`src/rtl/pwm_decode.sv`:
```
// ---------------------------------------------------------------------------
// pwm_decode
//
// Recovers the speed magnitude and direction of one motor channel from its
// forward/reverse PWM pin pair, and flags forward/reverse shoot-through.
//
// Parameters
//   PERIOD     clocks per PWM period (2048 for the 11-bit generator)
//
// Ports
//   clk        system clock, all logic on the rising edge
//   rst        synchronous active-high reset
//   PWM_frwrd  forward PWM pin
//   PWM_rev    reverse PWM pin
//   clr_flt    clears the sticky shoot-through fault
//   spd[10:0]  high time of the last complete period, in clocks (max 2047)
//   rev        direction of the last measured period, 1 = reverse
//   vld        one-cycle pulse, spd/rev updated this cycle
//   flt        sticky shoot-through fault (both pins high together)
//
// Optional build macro
//   PWM_DECODE_SYNC_EN  when defined, each pin passes through a 2-flop
//                       synchronizer ahead of the input register (+2 clocks
//                       latency, measured values unchanged). When undefined,
//                       the pins must already be synchronous to clk.
// ---------------------------------------------------------------------------
module pwm_decode #(
  parameter int PERIOD = 2048
) (
  input  logic        clk,
  input  logic        rst,
  input  logic        PWM_frwrd,
  input  logic        PWM_rev,
  input  logic        clr_flt,
  output logic [10:0] spd,
  output logic        rev,
  output logic        vld,
  output logic        flt
);

  localparam int CW = $clog2(2 * PERIOD);
  // Widen to at least 11 bits so the 2047 clamp is well formed for any PERIOD.
  localparam int HW = (CW > 11) ? CW : 11;

  localparam logic [CW-1:0] TMO_CNT = CW'(2 * PERIOD - 1);
  localparam logic [CW-1:0] CNT_MAX = '1;
  localparam logic [10:0]   SPD_MAX = 11'd2047;

  typedef enum logic {
    IDLE = 1'b0,
    MEAS = 1'b1
  } state_t;

  // -------------------------------------------------------------------------
  // Input stage
  // -------------------------------------------------------------------------
  logic [1:0] pin_s;   // {rev, frwrd} as presented to the input register

`ifdef PWM_DECODE_SYNC_EN
  logic [1:0] meta_reg;
  logic [1:0] sync_reg;

  always_ff @(posedge clk) begin
    if (rst) begin
      meta_reg <= 2'b00;
      sync_reg <= 2'b00;
    end else begin
      meta_reg <= {PWM_rev, PWM_frwrd};
      sync_reg <= meta_reg;
    end
  end

  assign pin_s = sync_reg;
`else
  assign pin_s = {PWM_rev, PWM_frwrd};
`endif

  logic f_q;
  logic r_q;
  logic pwm;
  logic pwm_d;
  logic rise;

  always_ff @(posedge clk) begin
    if (rst) begin
      f_q   <= 1'b0;
      r_q   <= 1'b0;
      pwm_d <= 1'b0;
    end else begin
      f_q   <= pin_s[0];
      r_q   <= pin_s[1];
      pwm_d <= pwm;
    end
  end

  // Either pin high counts as "on"; direction is tracked separately.
  assign pwm  = f_q | r_q;
  assign rise = pwm & ~pwm_d;

  // -------------------------------------------------------------------------
  // FSM: state register / next-state logic / control decode
  // -------------------------------------------------------------------------
  state_t state_reg;
  state_t state_next;

  logic [CW-1:0] per_cnt_reg;
  logic [CW-1:0] hi_cnt_reg;

  logic meas_upd;   // period closed by a rising edge
  logic tmo_upd;    // period closed by timeout (no edge for 2*PERIOD-1)

  always_ff @(posedge clk) begin
    if (rst) begin
      state_reg <= IDLE;
    end else begin
      state_reg <= state_next;
    end
  end

  always_comb begin
    state_next = state_reg;
    case (state_reg)
      IDLE:    if (rise) state_next = MEAS;
      MEAS:    state_next = MEAS;
      default: state_next = IDLE;
    endcase
  end

  always_comb begin
    meas_upd = 1'b0;
    tmo_upd  = 1'b0;
    if (state_reg == MEAS) begin
      // A rising edge in the timeout cycle takes priority.
      if (rise) begin
        meas_upd = 1'b1;
      end else if (per_cnt_reg == TMO_CNT) begin
        tmo_upd = 1'b1;
      end
    end
  end

  // -------------------------------------------------------------------------
  // Period / high-time counters (saturating)
  // -------------------------------------------------------------------------
  // On an edge both reload to 1: the edge cycle itself is the first high
  // cycle of the new period. After a timeout they restart from 0.
  always_ff @(posedge clk) begin
    if (rst) begin
      per_cnt_reg <= '0;
      hi_cnt_reg  <= '0;
    end else if (rise) begin
      per_cnt_reg <= CW'(1);
      hi_cnt_reg  <= CW'(1);
    end else if (tmo_upd) begin
      per_cnt_reg <= '0;
      hi_cnt_reg  <= '0;
    end else begin
      if (per_cnt_reg != CNT_MAX) begin
        per_cnt_reg <= per_cnt_reg + CW'(1);
      end
      if (pwm && (hi_cnt_reg != CNT_MAX)) begin
        hi_cnt_reg <= hi_cnt_reg + CW'(1);
      end
    end
  end

  // Direction of the most recent high cycle. Sampled before the edge cycle
  // updates it, so at an edge it still describes the period just closed.
  logic dir_reg;

  always_ff @(posedge clk) begin
    if (rst) begin
      dir_reg <= 1'b0;
    end else if (pwm) begin
      dir_reg <= r_q;
    end
  end

  // -------------------------------------------------------------------------
  // Registered outputs
  // -------------------------------------------------------------------------
  logic [HW-1:0] hi_w;
  logic [10:0]   spd_sat;

  assign hi_w    = HW'(hi_cnt_reg);
  assign spd_sat = (hi_w > HW'(SPD_MAX)) ? SPD_MAX : hi_w[10:0];

  always_ff @(posedge clk) begin
    if (rst) begin
      spd <= 11'd0;
      rev <= 1'b0;
      vld <= 1'b0;
    end else begin
      vld <= 1'b0;
      if (meas_upd) begin
        spd <= spd_sat;
        rev <= dir_reg;
        vld <= 1'b1;
      end else if (tmo_upd) begin
        // Stuck high reads as full scale, stuck low as zero; direction only
        // meaningful while the pin is actually driven.
        spd <= pwm ? SPD_MAX : 11'd0;
        if (pwm) begin
          rev <= dir_reg;
        end
        vld <= 1'b1;
      end
    end
  end

  // Sticky shoot-through fault; a new overlap beats a simultaneous clear.
  always_ff @(posedge clk) begin
    if (rst) begin
      flt <= 1'b0;
    end else if (f_q & r_q) begin
      flt <= 1'b1;
    end else if (clr_flt) begin
      flt <= 1'b0;
    end
  end

endmodule

```
`config.mk`:
```
export PLATFORM = sky130hd
export DESIGN_NAME = pwm_decode
export DESIGN_NICKNAME = d
export VERILOG_FILES = /design/src/rtl/pwm_decode.sv
export SDC_FILE = /design/constraint.sdc
export NUM_CORES = 1
export LEC_CHECK = 0
export ABC_CLOCK_PERIOD_IN_PS = 3700
export CAP_MARGIN = 40
export CORE_MARGIN = 1.5
export CORE_UTILIZATION = 45
export DETAILED_ROUTE_END_ITERATION = 10
export PLACE_DENSITY = 0.74
export SYNTH_ARGS = -nofsm -noshare
export SYNTH_HDL_FRONTEND = slang
export SYNTH_SLANG_ARGS = --single-unit
```
`constraint.sdc`:
```
create_clock -name clk -period 3.7 [get_ports clk]
set_clock_uncertainty 0.2 [all_clocks]
set_input_delay 1.11 -clock clk [delete_from_list [all_inputs] [get_ports clk]]
set_output_delay 1.11 -clock clk [all_outputs]
set_load 0.05 [all_outputs]
```
==> reports/results.txt, run 1 <==
Yosys mapped the design onto 51 distinct sky130hd cell types. The die boundary height works out to 69.87 um. The headroom to the max-slew limit was 66.78%; the setup slack of the worst register-to-register path was 1.54 ns.

TritonCTS built the clock tree. In the routed design, unresolved DRC markers number 0. The start-to-end type of the worst setup path was reg2out.

The total clock buffers created by CTS came out at 5. The width of the die came out at 69.87 um. The most used flip-flop cell after synthesis is dfxtp_1.

For the worst setup path, the data arrival time is 1.45 ns. The tools report the total power as 0.8568 mW. Dividing the final minimum period by the clock period gives 74.51%. The tools report the via count of the first global-routing pass as 1434. The first-pass GRT wire length was 6.603 mm.

Across every metal layer, demand over resource in global routing totals 16.63%. Buffers placed on the I/O ports in this run total 18. From synthesis to final layout, the design area changed by 14.61%. In this run the number of H-tree levels came out at 2.

Entering global routing, the biggest net connects 25 pins. Synthesis produced 216 cells. The kind of capture point of the worst setup path is a primary output. The transition at the pin with the smallest max-transition slack works out to 0.4967 ns. The tools report the post-placement worst setup slack as 0.9795 ns. The worst hold path terminates at spd[8]. The worst path in the final design needs a cycle of 2.757 ns, including I/O delays and setup.

The floorplan step defined a die boundary enclosing 0.004881 sq mm. Once the clock tree was built, the setup fixing pass inserted 0 buffers. Before antenna repair, the detailed router went through 4 iterations. The tool flagged a number of max-cap violations equal to 0.

The global-route congestion overflow total was 0. The count of cells resized by post-cts repair was 0. The largest fanout of any net on the critical path was 2.

The logs give 46.53% for the starting density of the core and 19 for the number of top-level pins. The combined buffer and inverter count along the critical path is 1. The tools report the CTS root buffer as clkbuf_8. The largest individual stage delay along the critical path comes from the cell clkdlybuf4s50_1. The number of enable-type register cells in the synthesized netlist was 0; the number of gates on the worst path with buffers counted was 1. The floorplan has 24 rows. Counting along the longest clock path gives a buffer depth of 2. After synthesis the cells add up to 0.002012 sq mm. The flow ran to the end, and the final reports show no timing, DRC or antenna violations.

Yosys printed 0 warnings. Worst min-delay path class: reg2reg. Summed over all cells, the static leakage comes to 0.8010 nW. The post-detailed-route wirelength per cell is 13.49 um. Dividing the synthesized area by the synthesized cell count gives 9.314 sq um. After synthesis the netlist holds a flip-flop and latch count of 43. The count of vias placed by the detailed router is 1600.

STA classifies the critical path startpoint as a flop. The power density over the cells is 371.5 mW/mm^2, and the number of sinks driven by the clock tree is 43. Setup repair after global routing left no endpoint under its margin. The run gives 0 ns as the setup TNS. The number of antenna violations at the first check in global routing came out at 0.

In this run, the number of DRC markers left after iteration 0 of detailed routing was 49. The maximum cell stage delay along the critical path was 0.81 ns. Routability-driven placement finished with a final weighted congestion of 0.8504. The worst-case setup margin in the final layout is 0.9431 ns. In this run the remaining antenna-violating nets after routing total 0. For the clock insertion delay at the later pin of the skew report, the log shows 0.29 ns.

The worst hold path begins at spd[8]. The hold violation count in the final report is 0. The top cell family by delay on the critical path is buffers and inverters. For this run, the register share of the synthesized area comes to 42.79%. The core region is 0.004324 sq mm.

Data on the critical path is required at its endpoint by 2.39 ns. The fraction of synthesis flops using an asynchronous set or reset pin was 0%; the number of pins with negative max-slew slack in the final report was 0. For this run, the post-layout net count is 243. Using the TritonRoute via totals, the vias-per-cell ratio works out to 5.575.

In this run the critical register-to-register path is launched from per_cnt_reg[0]. Buffers inserted to repair hold after CTS numbered 0. The final setup violation count was 0. Derived from the worst setup path, the maximum achievable clock frequency is 0.3627 GHz. The net count of the mapped netlist came out at 223.

The peak supply drop came out at 0.1684 mV. Detailed placement finished with a half-perimeter wire length of 2.675 mm. The repair_antennas step left the layout with diodes totalling 0.

The fraction of layout cells with a size suffix above 1 came out at 9.362%. After clock tree synthesis, the clock-pin slew on the worst setup and hold paths is 0.07 ns. For the worst flop-to-flop path, the logic depth is 6. The reg-to-reg endpoint was per_cnt_reg[9]. Cell depth of the worst min-delay path: 1. The signal on the critical path passes through clkdlybuf4s50_1. The routed wire length came out at 3.871 mm.
## cell usage in the layout (no fill, tap or decap), types with 3 or more instances in the layout
master            n
dfxtp_1          43
nor2_1           20
clkdlybuf4s50_1  18
a21oi_1          17
nand2b_1         12
nand2_1          11
a211oi_1         10
nor3_1            9
inv_1             6
nand3_1           5
o31ai_1           5
o21ai_0           5
xor2_1            5
clkbuf_8          5
nand4_1           4
or4_1             4
or3_1             4
and4_1            3
xnor2_1           3
nand4_2           3
o2bb2ai_1         3
## final cells by class
cell class | count | area [sq um]
Fill cell | 424 | 2018
Multi-Input combinational cell | 160 | 1090
Sequential cell | 43 | 860.8
Timing Repair Buffer | 20 | 195.2
Clock buffer | 6 | 72.57
Tap cell | 52 | 65.06
Inverter | 6 | 22.52
## power by group
part           total (mW)  switching (mW)  internal, mW
combinational      0.0961          0.0583        0.0378
sequential          0.493          0.0151         0.478
clock               0.268           0.142         0.126
## cell families (layout without fill, tap and decap cells)
family                   count (synthesis)  after routing  synth area share, %
AO/OA/AOI/OAI                           54             54                19.53
XOR/XNOR                                 8              8                3.483
adder cells (fa/ha/maj)                  2              2                1.244
buffers and inverters                   13             32                3.047
flip-flops                              43             43                42.79
multiplexers                             2              2               0.9951
AND/OR/NAND/NOR                         94             94                28.92
## per-layer routing
metal	up-vias	global-route usage, %	share of wire (%)
li1	839	-	-
met1	731	23.33	54
met2	24	23.70	41
met3	6	5.051	3.7
met4	0	7.051	1.5
met5	-	0	0
## synthesized netlist by cell type, types with 2 or more instances
library cell / n / area (sq um)
buf_4: 3 / 22.52
and4_1: 3 / 26.28
nand4_2: 3 / 37.54
or3_1: 4 / 25.02
nand4_1: 4 / 25.02
a21oi_1: 17 / 85.08
dfxtp_1: 43 / 860.8
o21ai_0: 5 / 25.02
a211oi_1: 10 / 75.07
o2bb2ai_1: 3 / 26.28
nor2b_1: 2 / 12.51
or4_1: 4 / 30.03
inv_1: 6 / 22.52
a31oi_1: 2 / 12.51
mux2i_1: 2 / 20.02
xnor2_1: 3 / 26.28
o31ai_1: 5 / 37.54
nand3b_1: 2 / 15.01
nand3_1: 5 / 25.02
nor2_1: 20 / 75.07
xor2_1: 5 / 43.79
nand2_1: 11 / 41.29
nor3_1: 9 / 45.04
nand2b_1: 12 / 75.07
o31ai_4: 2 / 42.54
or2_2: 2 / 12.51
ha_1: 2 / 25.02
nand3_4: 2 / 35.03
clkbuf_1: 3 / 11.26
## per-stage QoR
step	cells	instance area [sq um]	utilization, %	hold slack [ns]
after floorplan	216	2012	-	0.2567
after global placement	281	2233	51.65	0.2582
after detailed placement	281	2233	51.65	0.2453
after CTS	287	2306	53.33	0.2779
after global routing	287	2306	53.33	0.2840
final	287	2306	53.33	0.2692
## worst max-delay path by stage
stage | startpoint | endpoint
CTS | rev | rev
floorplan | rst | hi_cnt_reg[0]
global route | spd[10] | spd[10]
detailed placement | rst | per_cnt_reg[9]
global placement | rst | per_cnt_reg[9]
finish | rev | rev
Note: power is estimated with default switching activity, not from simulation.
==> run 2, diff against run 1 <==
--- a/config.mk
+++ b/config.mk
@@ -5,12 +5,12 @@
 export SDC_FILE = /design/constraint.sdc
 export NUM_CORES = 1
 export LEC_CHECK = 0
-export ABC_CLOCK_PERIOD_IN_PS = 3700
+export ABC_CLOCK_PERIOD_IN_PS = 2400
 export CAP_MARGIN = 40
 export CORE_MARGIN = 1.5
 export CORE_UTILIZATION = 45
 export DETAILED_ROUTE_END_ITERATION = 10
-export PLACE_DENSITY = 0.74
+export PLACE_DENSITY = 0.77
 export SYNTH_ARGS = -nofsm -noshare
 export SYNTH_HDL_FRONTEND = slang
 export SYNTH_SLANG_ARGS = --single-unit
==> constraint.sdc (replaced) <==
create_clock -name clk -period 2.4 [get_ports clk]
set_clock_uncertainty 0.2 [all_clocks]
set_input_delay 0.72 -clock clk [delete_from_list [all_inputs] [get_ports clk]]
set_output_delay 0.72 -clock clk [all_outputs]
set_load 0.05 [all_outputs]
==> reports/results.txt, run 2 (same netlist as run 1, synthesis figures left out) <==
The run finished with clean final reports. The count of input and output buffers was 18 (unchanged); the number of buffers added to fix hold violations after cts was 0 (unchanged). The via count of the first global-routing pass was 1498 (+4.5%); the peak supply drop was 0.3275 mV (+95%). The die boundary height is 69.87 um (unchanged), and the largest fanout of any net on the critical path is 1 (-1).

For the H-tree depth reported by CTS, the log shows 2 (unchanged). Number of antenna violations at the first check in global routing: 0 (unchanged). The tools report the number of sinks driven by the clock tree as 43 (unchanged). The fraction of layout cells with a size suffix above 1 was 15.48% (+6.1 points).

The number of pins with negative max-slew slack in the final report was 0 (unchanged). Leaving out fill and tap cells, the most frequent cell in the layout is dfxtp_1. The combined buffer and inverter count along the critical path works out to 1 (unchanged). STA classifies the critical path endpoint as a primary output. The average via count per standard cell is 5.574 (about the same). The final clock period utilization by the worst path was 97.25%. The sum of net half-perimeters after detailed placement came out at 2.760 mm (+3.2%). For this design, the slowest cell found on the critical path is clkdlybuf4s50_1.

Based on the critical path, the design can be clocked at up to 0.4285 GHz. The run gives 1.48 ns (-0.91 ns) as the required time at the endpoint of the critical path. The clock transition time at the flip-flop clock pins of the worst setup and hold paths is 0.09 ns (+0.02 ns), and the number of DRC violations after detailed-routing iteration 0 is 63 (+29%).

The run gives 245 (+0.82%) as the number of nets in the final layout. Total clock buffers created by CTS: 5 (unchanged). Headroom to the max-slew limit: 66.70% (-0.084 points). The hold violation count in the final report is 0 (unchanged), and the final period demand of the worst path is 2.334 ns. For the first-pass iteration count of the detailed router, the log shows 4 (unchanged).

The remaining antenna violation count is 0 (unchanged). For the global-route congestion overflow total, the log shows 0 (unchanged). The min-delay analysis places its worst path in the category reg2reg.

The tools report the worst hold slack after final layout as 0.2704 ns (+0.001255 ns). The maximum cell stage delay along the critical path was 0.79 ns (-0.02 ns). The final setup violation count was 0 (unchanged). TritonCTS built the clock tree.

For the combined global-route utilization of all metal layers, the log shows 17.51% (+0.88 points). The clock insertion delay at the later pin of the skew report came out at 0.31 ns (+0.02 ns). In the layout the commonest cells are 43 x dfxtp_1, 20 x nor2_1, 17 x a21oi_1. The post-detailed-route wirelength per cell is 13.56 um (+0.56%), and the number of buffers on the longest clock path is 2 (unchanged). The DRC violation count after routing came out at 0 (unchanged). On the critical path the largest part of the delay comes from buffers and inverters.

The diode insertion count for antenna repair is 0 (unchanged), and the global placer's final weighted congestion is 0.8807 (+3.6%). The kind of start point of the critical path is a flop. Traced cell by cell, the critical path runs through clkdlybuf4s50_1.

The tools report the static leakage power as 0.8924 nW (+11%). Power density over the cells: 597.8 mW/mm^2 (+61%). The area growth from synthesis to layout came out at 16.11%. The largest net degree at the start of global routing is 24 (-4.0%), and the cell row count is 24 (unchanged).

The die area was 0.004881 sq mm (unchanged). The width of the die works out to 69.87 um (unchanged). The number of top-level pins is 19 (unchanged). Routed wire length: 3.947 mm (+2.0%). The tools report the setup TNS as 0 ns (unchanged). The reported max-cap violation count was 0 (unchanged). The setup path with the least slack is of type reg2out. The tools report the CTS root buffer as clkbuf_8.

The transition at the pin with the smallest max-transition slack is 0.4987 ns (+0.001995 ns), and the critical path data arrival time is 1.41 ns (-0.04 ns). The standard cell core area came out at 0.004324 sq mm (unchanged). Starting density of the core: 46.53% (unchanged).

The tools report the total setup buffers inserted after CTS as 0 (unchanged). The tools report the first-pass GRT wire length as 6.844 mm (+3.6%). Setup repair after global routing left no endpoint under its margin.

Count of vias placed by the detailed router: 1622 (+1.4%).
-- run 2: changes by cell type in the layout (fill, tap and decap cells not counted) --
cell	delta
buf_4	+11
clkinvlp_4	+2
dlymetal6s2s_1	+3
buf_12	+1
clkbuf_1	-1
clkdlybuf4s50_1	-13
inv_6	+1
-- run 2: stage by stage --
stage	power [mW]	instances	worst slack, ns	util [%]	area [sq um]
6_report	1.396	291	0.06608	54.02	2336
5_1_grt	1.452	291	0.01825	54.02	2336
4_1_cts	1.408	291	0.02012	53.85	2328
3_5_place_dp	0.9297	283	0.2774	51.71	2236
3_3_place_gp	0.9264	283	0.3281	51.71	2236
2_1_floorplan	0.8794	216	0.6558	-	2012
-- run 2: what timing repair did --
action,CTS,global route
endpoints found under the hold margin,0,0
endpoints found under the setup margin,0,3
gates resized for setup,0,3
-- run 2: layer usage --
metal | up-vias | part of all wire, % | global-route usage, %
li1 | 851 | - | -
met1 | 735 | 50 | 23.22
met2 | 31 | 44 | 26.46
met3 | 5 | 4.2 | 5.483
met4 | 0 | 1.8 | 7.265
met5 | - | 0 | 0
-- run 2: final timing paths --
| kind | start | end | slack [ns] | depth (start not counted) |
|---|---|---|---|---|
| worst min register to register | spd[8] | spd[8] | 0.27 | 1 |
| worst max register to register | per_cnt_reg[0] | spd[6] | 0.41 | 5 |
| worst max-delay path | vld | vld | 0.07 | 1 |
| worst min-delay path | spd[8] | spd[8] | 0.27 | 1 |
-- run 2: where the power goes --
part / total, mW / internal, mW / switching [mW]
sequential: 0.758 / 0.737 / 0.0210
combinational: 0.154 / 0.0603 / 0.0938
clock: 0.485 / 0.208 / 0.277
-- run 2: cell type report --
type | count | area, sq um
Fill cell | 402 | 1988
Clock buffer | 5 | 68.82
Multi-Input combinational cell | 160 | 1090
Tap cell | 52 | 65.06
Timing Repair Buffer | 22 | 205.2
Clock inverter | 3 | 23.77
Inverter | 6 | 22.52
Sequential cell | 43 | 860.8
==> run 3, diff against run 2 <==
--- a/config.mk
+++ b/config.mk
@@ -7,6 +7,7 @@
 export LEC_CHECK = 0
 export ABC_CLOCK_PERIOD_IN_PS = 2400
 export CAP_MARGIN = 40
+export CORE_ASPECT_RATIO = 1.2
 export CORE_MARGIN = 1.5
 export CORE_UTILIZATION = 45
 export DETAILED_ROUTE_END_ITERATION = 10
==> reports/results.txt, run 3 (same netlist as run 1, synthesis figures left out) <==
The cell with the largest stage delay on the worst path was clkdlybuf4s50_1. The tools report the share of total power in combinational logic as 10.1% (-0.9 points). Critical path data arrival time: 1.45 ns (+0.04 ns). The commonest non-fill, non-tap cell in the layout was dfxtp_1.

The setup TNS was 0 ns (unchanged); the DRC violation count after routing was 0 (unchanged). The average via count per standard cell came out at 5.642 (+1.2%). The run gives 50.9% (-3.3 points) as the proportion of power drawn by flip-flops and latches. The startpoint identified for the worst register-to-register timing path is per_cnt_reg[0]. The reported max-cap violation count is 0 (unchanged), and the cell row count is 26 (+8.3%). Clock transition time at the flip-flop clock pins of the worst setup and hold paths: 0.08 ns (about the same).

Following the worst setup path forward leads to its endpoint at spd[7]. Number of buffers on the longest clock path: 2 (unchanged). The logs give 0 (unchanged) for the total setup buffers inserted after CTS and 4.044 mm (+2.5%) for the routed wire length.

The maximum cell stage delay along the critical path came out at 0.80 ns (about the same). The total clock buffers created by CTS is 5 (unchanged). The fraction of power spent switching nets came out at 24.10% (-3.9 points). For the remaining antenna violation count, the log shows 0 (unchanged). The peak supply drop was 0.4559 mV (+39%).

The final period demand of the worst path is 2.365 ns (+0.03135 ns), and the number of sinks driven by the clock tree is 43 (unchanged). The internal power contribution came out at 1.132 mW (+13%). For the clock power share, the log shows 38.9% (+4.2 points). The largest fanout of any net on the critical path works out to 2 (+1). The setup slack of the worst register-to-register path was 0.41 ns (about the same). The worst setup path is launched from a flop. The power density over the cells came out at 631.7 mW/mm^2 (+5.7%). The tools report the required time at the endpoint of the critical path as 1.48 ns (about the same).

The tools report the number of DRC violations after detailed-routing iteration 0 as 95 (+51%). The diode insertion count for antenna repair was 0 (unchanged). The post-detailed-route wirelength per cell works out to 13.66 um (+0.73%).

The number of nets in the final layout was 246 (+0.41%); the cell count of the worst reg-to-reg path was 5 (unchanged). The area growth from synthesis to layout is 17.35%. The layout filler cell count was 389 (-3.2%).

The power spent charging and discharging nets was 0.3594 mW (-8.2%). The run gives 4 (unchanged) as the first-pass iteration count of the detailed router. The transition at the pin with the smallest max-transition slack came out at 0.4973 ns (-0.001445 ns). The run gives 19 (unchanged) as the number of top-level pins.

The final setup violation count is 0 (unchanged). The tools report the combined global-route utilization of all metal layers as 18.05% (+0.54 points). Start-to-end type of the worst setup path: reg2out. The worst min-delay path class is reg2reg. TritonCTS built the clock tree.

The tools report the global-route congestion overflow total as 0 (unchanged). The worst register-to-register path ends at spd[6]. The final clock period utilization by the worst path was 98.55% (+1.3 points).

The hold violation count in the final report is 0 (unchanged), and the standard cell core area is 0.004262 sq mm (-1.4%). The starting density of the core came out at 47.21% (+0.68 points). The width of the die was 64.04 um (-8.3%).

The fraction of layout cells with a size suffix above 1 is 15.42% (-0.065 points). The die boundary height works out to 76.25 um (+9.1%). The post-placement worst setup slack came out at 0.2592 ns (-0.01817 ns). Tracing the worst setup path back leads to its startpoint at spd[7].

H-tree depth reported by CTS: 2 (unchanged). The tree is rooted in a clkbuf_8. The number of antenna violations at the first check in global routing came out at 0 (unchanged). The critical path goes through clkdlybuf4s50_1. The run gives 0 (unchanged) as the number of pins with negative max-slew slack in the final report. The headroom to the max-slew limit is 66.79% (+0.096 points), and the worst-case setup margin in the final layout is 0.03473 ns (-0.03135 ns). The count of vias placed by the detailed router is 1670 (+3.0%). The worst setup path is captured at a primary output. Setup repair after global routing left no endpoint under its margin. The number of gates on the worst path with buffers counted is 1 (unchanged), and the count of input and output buffers is 18 (unchanged).

The run gives 0.2721 ns (+0.001662 ns) as the worst hold slack after final layout. The sum of net half-perimeters after detailed placement was 2.901 mm (+5.1%); the largest net degree at the start of global routing was 24 (unchanged). The first-pass GRT wire length was 6.996 mm (+2.2%). Final core utilization: 55.40% (+1.4 points).

The library cells used most frequently in the layout, excluding fill and tap cells, are 43 x dfxtp_1, 20 x nor2_1, 17 x a21oi_1. The run gives 0.8609 (-2.2%) as the global placer's final weighted congestion. The flow ran to the end, and the final reports show no timing, DRC or antenna violations. On the critical path the largest part of the delay comes from buffers and inverters.

The combined buffer and inverter count along the critical path was 1 (unchanged); the clock insertion delay at the later pin of the skew report was 0.30 ns (about the same). The maximum frequency from static timing analysis is 0.4228 GHz (-1.3%), and the die area is 0.004883 sq mm (about the same). The via count of the first global-routing pass was 1605 (+7.1%); the static leakage power was 0.8921 nW (about the same).
run 3: worst min path at each step:
stage	to	slack, ns	start	depth (start not counted)
2_1_floorplan	dir_reg	0.26	dir_reg	2
3_3_place_gp	spd[9]	0.26	spd[9]	1
3_5_place_dp	spd[10]	0.26	spd[10]	1
4_1_cts	spd[10]	0.28	spd[10]	1
5_1_grt	spd[9]	0.29	spd[9]	1
6_report	spd[9]	0.27	spd[9]	1
run 3: timing repair:
item                       4_1_cts  5_1_grt
setup endpoints to repair        0        2
gates resized for setup          0        2
hold buffers                     0        0
run 3: power groups by stage:
| stage | combinational (mW) | sequential (mW) | clock (mW) |
|---|---|---|---|
| after floorplan | 0.0707 | 0.809 | 0 |
| after global placement | 0.150 | 0.775 | 0 |
| after detailed placement | 0.153 | 0.776 | 0 |
| after CTS | 0.152 | 0.759 | 0.599 |
| after global routing | 0.164 | 0.763 | 0.624 |
| final | 0.151 | 0.759 | 0.581 |
run 3: area by class of cell:
type / instances / area, sq um / area share [%]
clock inverters: 2 / 35.03 / 1.484
well taps: 56 / 70.07 / 2.968
flip-flops and latches: 43 / 860.8 / 36.46
inverters: 6 / 22.52 / 0.9539
multi-input cells: 160 / 1090 / 46.16
repair buffers: 23 / 200.2 / 8.479
clock buffers: 6 / 82.58 / 3.498
run 3: through the flow:
stage	power (mW)	cell area (sq um)	instances
2_1_floorplan	0.8794	2012	216
3_3_place_gp	0.9246	2238	288
3_5_place_dp	0.9289	2238	288
4_1_cts	1.511	2356	296
5_1_grt	1.552	2361	296
6_report	1.492	2361	296
run 3: routing by layer:
layer	global-route usage, %	share of wire, %
met5	0	0
met4	9.130	2.1
met1	20.50	45
met2	30.83	50
met3	4.431	3.3
